**config.mk**
```make
export PLATFORM = sky130hd
export DESIGN_NAME = stopwatch_ctrl
export DESIGN_NICKNAME = d
export VERILOG_FILES = /design/src/rtl/stopwatch_ctrl.sv
export SDC_FILE = /design/constraint.sdc
export NUM_CORES = 1
export LEC_CHECK = 0
export BUFFER_PORTS_ARGS = -buffer_cell sky130_fd_sc_hd__buf_2
export CORE_MARGIN = 1.5
export CORE_UTILIZATION = 54
export DETAILED_ROUTE_END_ITERATION = 12
export PLACE_DENSITY = 0.8
export SYNTH_ARGS = -nofsm -noshare
export SYNTH_HDL_FRONTEND = slang
export SYNTH_SLANG_ARGS = --single-unit
export TNS_END_PERCENT = 30
```
**constraint.sdc**
```tcl
create_clock -name clk -period 3.1 [get_ports clk]
set_input_delay 0.155 -clock clk [delete_from_list [all_inputs] [get_ports clk]]
set_output_delay 0.155 -clock clk [all_outputs]
set_load 0.005 [all_outputs]
```
**src/rtl/stopwatch_ctrl.sv**
```systemverilog
// Mode controller for the stopwatch: sequences run/pause/clear/adjust and
// drives count enables, direction, counter reset and blink blanking.
module stopwatch_ctrl #(
   parameter int ADJ_DIV   = 2,
   parameter int BLINK_DIV = 4,
   parameter int DIV_W     = 4
) (
   input  logic clk,
   input  logic rst,
   input  logic tick_1hz,
   input  logic tick_fast,
   input  logic pause_p,
   input  logic clear_p,
   input  logic adj,
   input  logic sel,
   input  logic back,
   input  logic sec_ovf,
   input  logic min_ovf,
   output logic sec_en,
   output logic min_en,
   output logic dir,
   output logic cnt_rst,
   output logic blank_sec,
   output logic blank_min,
   output logic wrap,
   output logic running
);

   typedef enum logic [1:0] {
      ST_PAUSED = 2'b00,
      ST_RUN    = 2'b01,
      ST_ADJUST = 2'b10
   } state_t;

   localparam logic [DIV_W-1:0] ADJ_LAST   = DIV_W'(ADJ_DIV - 1);
   localparam logic [DIV_W-1:0] BLINK_LAST = DIV_W'(BLINK_DIV - 1);
   localparam logic [DIV_W-1:0] DIV_ZERO   = DIV_W'(0);
   localparam logic [DIV_W-1:0] DIV_ONE    = DIV_W'(1);

   state_t           state_q, state_d;
   logic [DIV_W-1:0] adj_div_q, adj_div_d;
   logic [DIV_W-1:0] blink_div_q, blink_div_d;
   logic             blink_phase_q, blink_phase_d;
   logic             sec_en_q, sec_en_d;
   logic             min_en_q, min_en_d;
   logic             dir_q, dir_d;
   logic             cnt_rst_q, cnt_rst_d;
   logic             blank_sec_q, blank_sec_d;
   logic             blank_min_q, blank_min_d;
   logic             wrap_q, wrap_d;
   logic             running_q, running_d;

   // Next-state, divider and output computation; priority clear_p > adj > pause_p.
   always_comb begin
      state_d       = state_q;
      adj_div_d     = adj_div_q;
      blink_div_d   = blink_div_q;
      blink_phase_d = blink_phase_q;
      sec_en_d      = 1'b0;
      min_en_d      = 1'b0;
      wrap_d        = 1'b0;
      cnt_rst_d     = 1'b0;
      dir_d         = back;

      if (clear_p) begin
         cnt_rst_d     = 1'b1;
         state_d       = adj ? ST_ADJUST : ST_PAUSED;
         adj_div_d     = DIV_ZERO;
         blink_div_d   = DIV_ZERO;
         blink_phase_d = 1'b0;
      end else if (adj) begin
         if (state_q != ST_ADJUST) begin
            // Entering adjust restarts stepping and blinking from a clean phase.
            state_d       = ST_ADJUST;
            adj_div_d     = DIV_ZERO;
            blink_div_d   = DIV_ZERO;
            blink_phase_d = 1'b0;
         end else if (tick_fast) begin
            if (adj_div_q == ADJ_LAST) begin
               adj_div_d = DIV_ZERO;
               if (sel) begin
                  sec_en_d = 1'b1;
               end else begin
                  min_en_d = 1'b1;
               end
            end else begin
               adj_div_d = adj_div_q + DIV_ONE;
            end
            if (blink_div_q == BLINK_LAST) begin
               blink_div_d   = DIV_ZERO;
               blink_phase_d = ~blink_phase_q;
            end else begin
               blink_div_d = blink_div_q + DIV_ONE;
            end
         end else begin
            state_d = ST_ADJUST;
         end
      end else begin
         case (state_q)
            ST_RUN: begin
               // Enables follow the current state, so a tick alongside pause_p still counts.
               sec_en_d = tick_1hz;
               min_en_d = sec_ovf;
               wrap_d   = min_ovf;
               if (pause_p) begin
                  state_d = ST_PAUSED;
               end else begin
                  state_d = ST_RUN;
               end
            end
            ST_PAUSED: begin
               if (pause_p) begin
                  state_d = ST_RUN;
               end else begin
                  state_d = ST_PAUSED;
               end
            end
            ST_ADJUST: begin
               state_d = ST_PAUSED;
            end
            default: begin
               state_d = ST_PAUSED;
            end
         endcase
      end

      blank_sec_d = (state_d == ST_ADJUST) &  sel & blink_phase_d;
      blank_min_d = (state_d == ST_ADJUST) & ~sel & blink_phase_d;
      running_d   = (state_d == ST_RUN);
   end

   // State, divider and registered-output flops with synchronous reset.
   always_ff @(posedge clk) begin
      if (rst) begin
         state_q       <= ST_PAUSED;
         adj_div_q     <= DIV_ZERO;
         blink_div_q   <= DIV_ZERO;
         blink_phase_q <= 1'b0;
         sec_en_q      <= 1'b0;
         min_en_q      <= 1'b0;
         dir_q         <= 1'b0;
         cnt_rst_q     <= 1'b0;
         blank_sec_q   <= 1'b0;
         blank_min_q   <= 1'b0;
         wrap_q        <= 1'b0;
         running_q     <= 1'b0;
      end else begin
         state_q       <= state_d;
         adj_div_q     <= adj_div_d;
         blink_div_q   <= blink_div_d;
         blink_phase_q <= blink_phase_d;
         sec_en_q      <= sec_en_d;
         min_en_q      <= min_en_d;
         dir_q         <= dir_d;
         cnt_rst_q     <= cnt_rst_d;
         blank_sec_q   <= blank_sec_d;
         blank_min_q   <= blank_min_d;
         wrap_q        <= wrap_d;
         running_q     <= running_d;
      end
   end

   assign sec_en    = sec_en_q;
   assign min_en    = min_en_q;
   assign dir       = dir_q;
   assign cnt_rst   = cnt_rst_q;
   assign blank_sec = blank_sec_q;
   assign blank_min = blank_min_q;
   assign wrap      = wrap_q;
   assign running   = running_q;

endmodule

```
==> impl_metrics.json <==
{
  "io_buffers": 18,
  "cts-hold-fix-buffers": 0,
  "worstSetupPathType": "register to register",
  "yosysWarnings": 0,
  "htreeDepth": 1,
  "clock-sinks": 19,
  "cts_setup_buffers": 0,
  "worst_pin_slew_ns": 0.502,
  "fp.dieH_um": 41.8,
  "tritoncts": "built",
  "drc": 0,
  "status": "finished clean",
  "dp_hpwl_mm": 1.28,
  "tns_ns": 0,
  "finalClockSkew_ns": 0.0138,
  "drv_cap": 0,
  "track_usage_pct": 21.6,
  "cts.clk_slew.worst_paths_ns": 0.10,
  "worstPathCellList": "inv_1 > ha_1 > or3b_1 > or4b_1 > a21oi_1",
  "via_per_inst": 6.02,
  "core_um2": 1350,
  "grt_antenna_before_repair": 0,
  "required_ns": 3.33,
  "drtIter0Drc": 16,
  "die_area_um2": 1750,
  "grt_pass1_wl_mm": 2.86,
  "cts_root_buf": "clkbuf_4",
  "drt-pass1-iter-count": 4,
  "routabilityCongestion": 0.823,
  "ios": 19,
  "holdWs_ns": 0.0493,
  "wire_per_inst_um": 14.2,
  "stdcell_count": 121,
  "leakage_nw": 0.354,
  "vias": 728,
  "insertion_delay_ns": 0.31,
  "grt_max_degree": 13,
  "antennaDiodeCount": 0,
  "hold_class": "input port to register",
  "ant_nets": 0,
  "slew_headroom_pct": 66.1,
  "nets": 121,
  "syn_to_final_growth_pct": 15.2,
  "fmax_mhz": 566,
  "cp_slowest_stage_delay_ns": 0.50,
  "rows": 13,
  "syn_area_um2": 813,
  "netlist-cell-type-count": 35,
  "crit_fanout": 4,
  "wirelength_mm": 1.72,
  "die_width_um": 41.8,
  "synth_cells": 87,
  "start_util_pct": 60.2,
  "rsz0062_at_grt": "no",
  "power_density_nw_per_um2": 432,
  "grt_pass1_vias": 705,
  "syn_nets": 101,
  "setup_viol": 0,
  "finalHoldViolCount": 0,
  "min_period_over_period_pct": 57.0,
  "fin_crit_ns": 1.77,
  "start_kind": "register",
  "slowest_stage": "or4b_1",
  "fin_util_pct": 69.4,
  "finalMaxSlewViolations": 0,
  "critPathArrivalTime_ns": 2.00,
  "avgSynthCellArea_um2": 9.35,
  "layout-drive-gt1-share_pct": 23.6,
  "cts_buffers": 3,
  "gr-total-overflow": 0,
  "end_kind": "register",
  "vdd_drop_max_mv": 0.314,
  "reg2reg_slack_ns": 1.33,
  "ys_seq_area_share_pct": 46.8,
  "placed_cells": 117,
  "clockBufferDepth": 2,
  "ys_seq_elements": 19,
  "ctsResizeCount": 0
}
## layout make-up
type / instances / area [um^2]
sequential: 19 / 380
multi-input combinational: 62 / 409
clock inverter: 1 / 5.00
tap: 15 / 18.8
timing repair buffer: 18 / 90.1
fill: 120 / 413
clock buffer: 3 / 22.5
inverter: 3 / 11.3
## sequential cells by signal (all words and copies together) (netlist names)
register and cells:
running 1, blink_phase_q 1, state_q 2, min_en 1
blink_div_q 4, adj_div_q 4, dir 1, blank_sec 1
blank_min 1, sec_en 1, wrap 1, cnt_rst 1
## report_power, final
part           leakage [nW]  switching [W]  internal, W
sequential            0.154     0.00000285     0.000247
combinational         0.183      0.0000169    0.0000120
clock                0.0177      0.0000781    0.0000482
## cells by family (layout without fill, tap and decap cells)
family	after synthesis	after routing	share of synthesized area [%]
flops	19	19	46.8
compound gates	24	24	18.5
xor+xnor	1	1	1.08
simple gates	34	34	26.2
buf+inv	6	25	2.92
fa+ha+maj	3	3	4.62
## synth_stat cells
| library cell | count | area share [%] |
|---|---|---|
| dfxtp_1 | 19 | 47 |
| a21oi_1 | 8 | 4.9 |
| o21ai_0 | 6 | 3.7 |
| nand2_1 | 5 | 2.3 |
| nor2b_1 | 5 | 3.8 |
| nor2_1 | 4 | 1.8 |
| ha_1 | 3 | 4.6 |
| a211oi_1 | 2 | 1.8 |
| a31oi_1 | 2 | 1.5 |
| clkbuf_1 | 2 | 0.92 |
| inv_1 | 2 | 0.92 |
| nand3_1 | 2 | 1.2 |
| nand3b_1 | 2 | 1.8 |
| nand4_1 | 2 | 1.5 |
| nor4_1 | 2 | 1.5 |
| or3_1 | 2 | 1.5 |
| a2111oi_0 | 1 | 1.1 |
| a22o_1 | 1 | 1.1 |
| a311oi_1 | 1 | 1.1 |
| a32o_1 | 1 | 1.2 |
| a41oi_1 | 1 | 1.1 |
| and2_1 | 1 | 0.77 |
| and4b_1 | 1 | 1.2 |
| buf_2 | 1 | 0.61 |
| inv_2 | 1 | 0.46 |
| nand2b_1 | 1 | 0.77 |
| nor3b_2 | 1 | 1.5 |
| nor4b_1 | 1 | 1.1 |
| o211ai_1 | 1 | 0.92 |
| or2_1 | 1 | 0.77 |
| or3b_1 | 1 | 1.1 |
| or3b_2 | 1 | 1.1 |
| or4_1 | 1 | 0.92 |
| or4b_1 | 1 | 1.2 |
| xnor2_1 | 1 | 1.1 |
## routing by layer
metal | part of all wire [%] | routed length [um] | vias up | track usage, %
met4 | 2.7 | 46 | 0 | 12.3
li1 | - | - | 359 | -
met3 | 6.2 | 106 | 6 | 3.91
met5 | 0 | 0 | - | 0
met1 | 44 | 750 | 339 | 25.3
met2 | 48 | 819 | 24 | 36.6
## cells in the final DEF (no fill, tap or decap)
| master | count |
|---|---|
| a21oi_1 | 8 |
| xnor2_1 | 1 |
| nand2b_1 | 1 |
| inv_2 | 1 |
| nand3b_1 | 2 |
| o21ai_0 | 6 |
| and2_1 | 1 |
| nand4_1 | 2 |
| or2_1 | 1 |
| ha_1 | 3 |
| nand3_1 | 2 |
| nand2_1 | 5 |
| or3b_2 | 1 |
| nor3b_2 | 1 |
| a31oi_1 | 2 |
| nor4b_1 | 1 |
| o211ai_1 | 1 |
| a311oi_1 | 1 |
| a22o_1 | 1 |
| nor2_1 | 4 |
| and4b_1 | 1 |
| a2111oi_0 | 1 |
| a41oi_1 | 1 |
| nor4_1 | 2 |
| a211oi_1 | 2 |
| or3b_1 | 1 |
| buf_2 | 18 |
| inv_1 | 2 |
| clkinv_2 | 1 |
| clkbuf_4 | 3 |
| nor2b_1 | 5 |
| or4b_1 | 1 |
| dfxtp_1 | 19 |
| or4_1 | 1 |
| a32o_1 | 1 |
| or3_1 | 2 |
## metrics by stage
step	total power (W)	setup WS (ns)	cell area, um^2
after floorplan	0.000271	1.45	813
after global placement	0.000284	1.43	910
after detailed placement	0.000284	1.37	910
after CTS	0.000409	1.33	937
after global routing	0.000423	1.25	937
final	0.000405	1.33	937
## worst max-delay path, delay by kind of cell (launching register included)
family          cells  cell delay, ns
compound gates      1            0.15
fa+ha+maj           1            0.26
buf+inv             1            0.06
flops               1            0.40
simple gates        2            0.83
## final timing paths
check	startpoint	endpoint	cells after the start
max reg2reg	adj_div_q[1]	adj_div_q[1]	5
max	adj_div_q[1]	adj_div_q[1]	5
min	rst	state_q[1]	2
min reg2reg	adj_div_q[2]	adj_div_q[2]	1
Power figures use the tool's default switching activity.
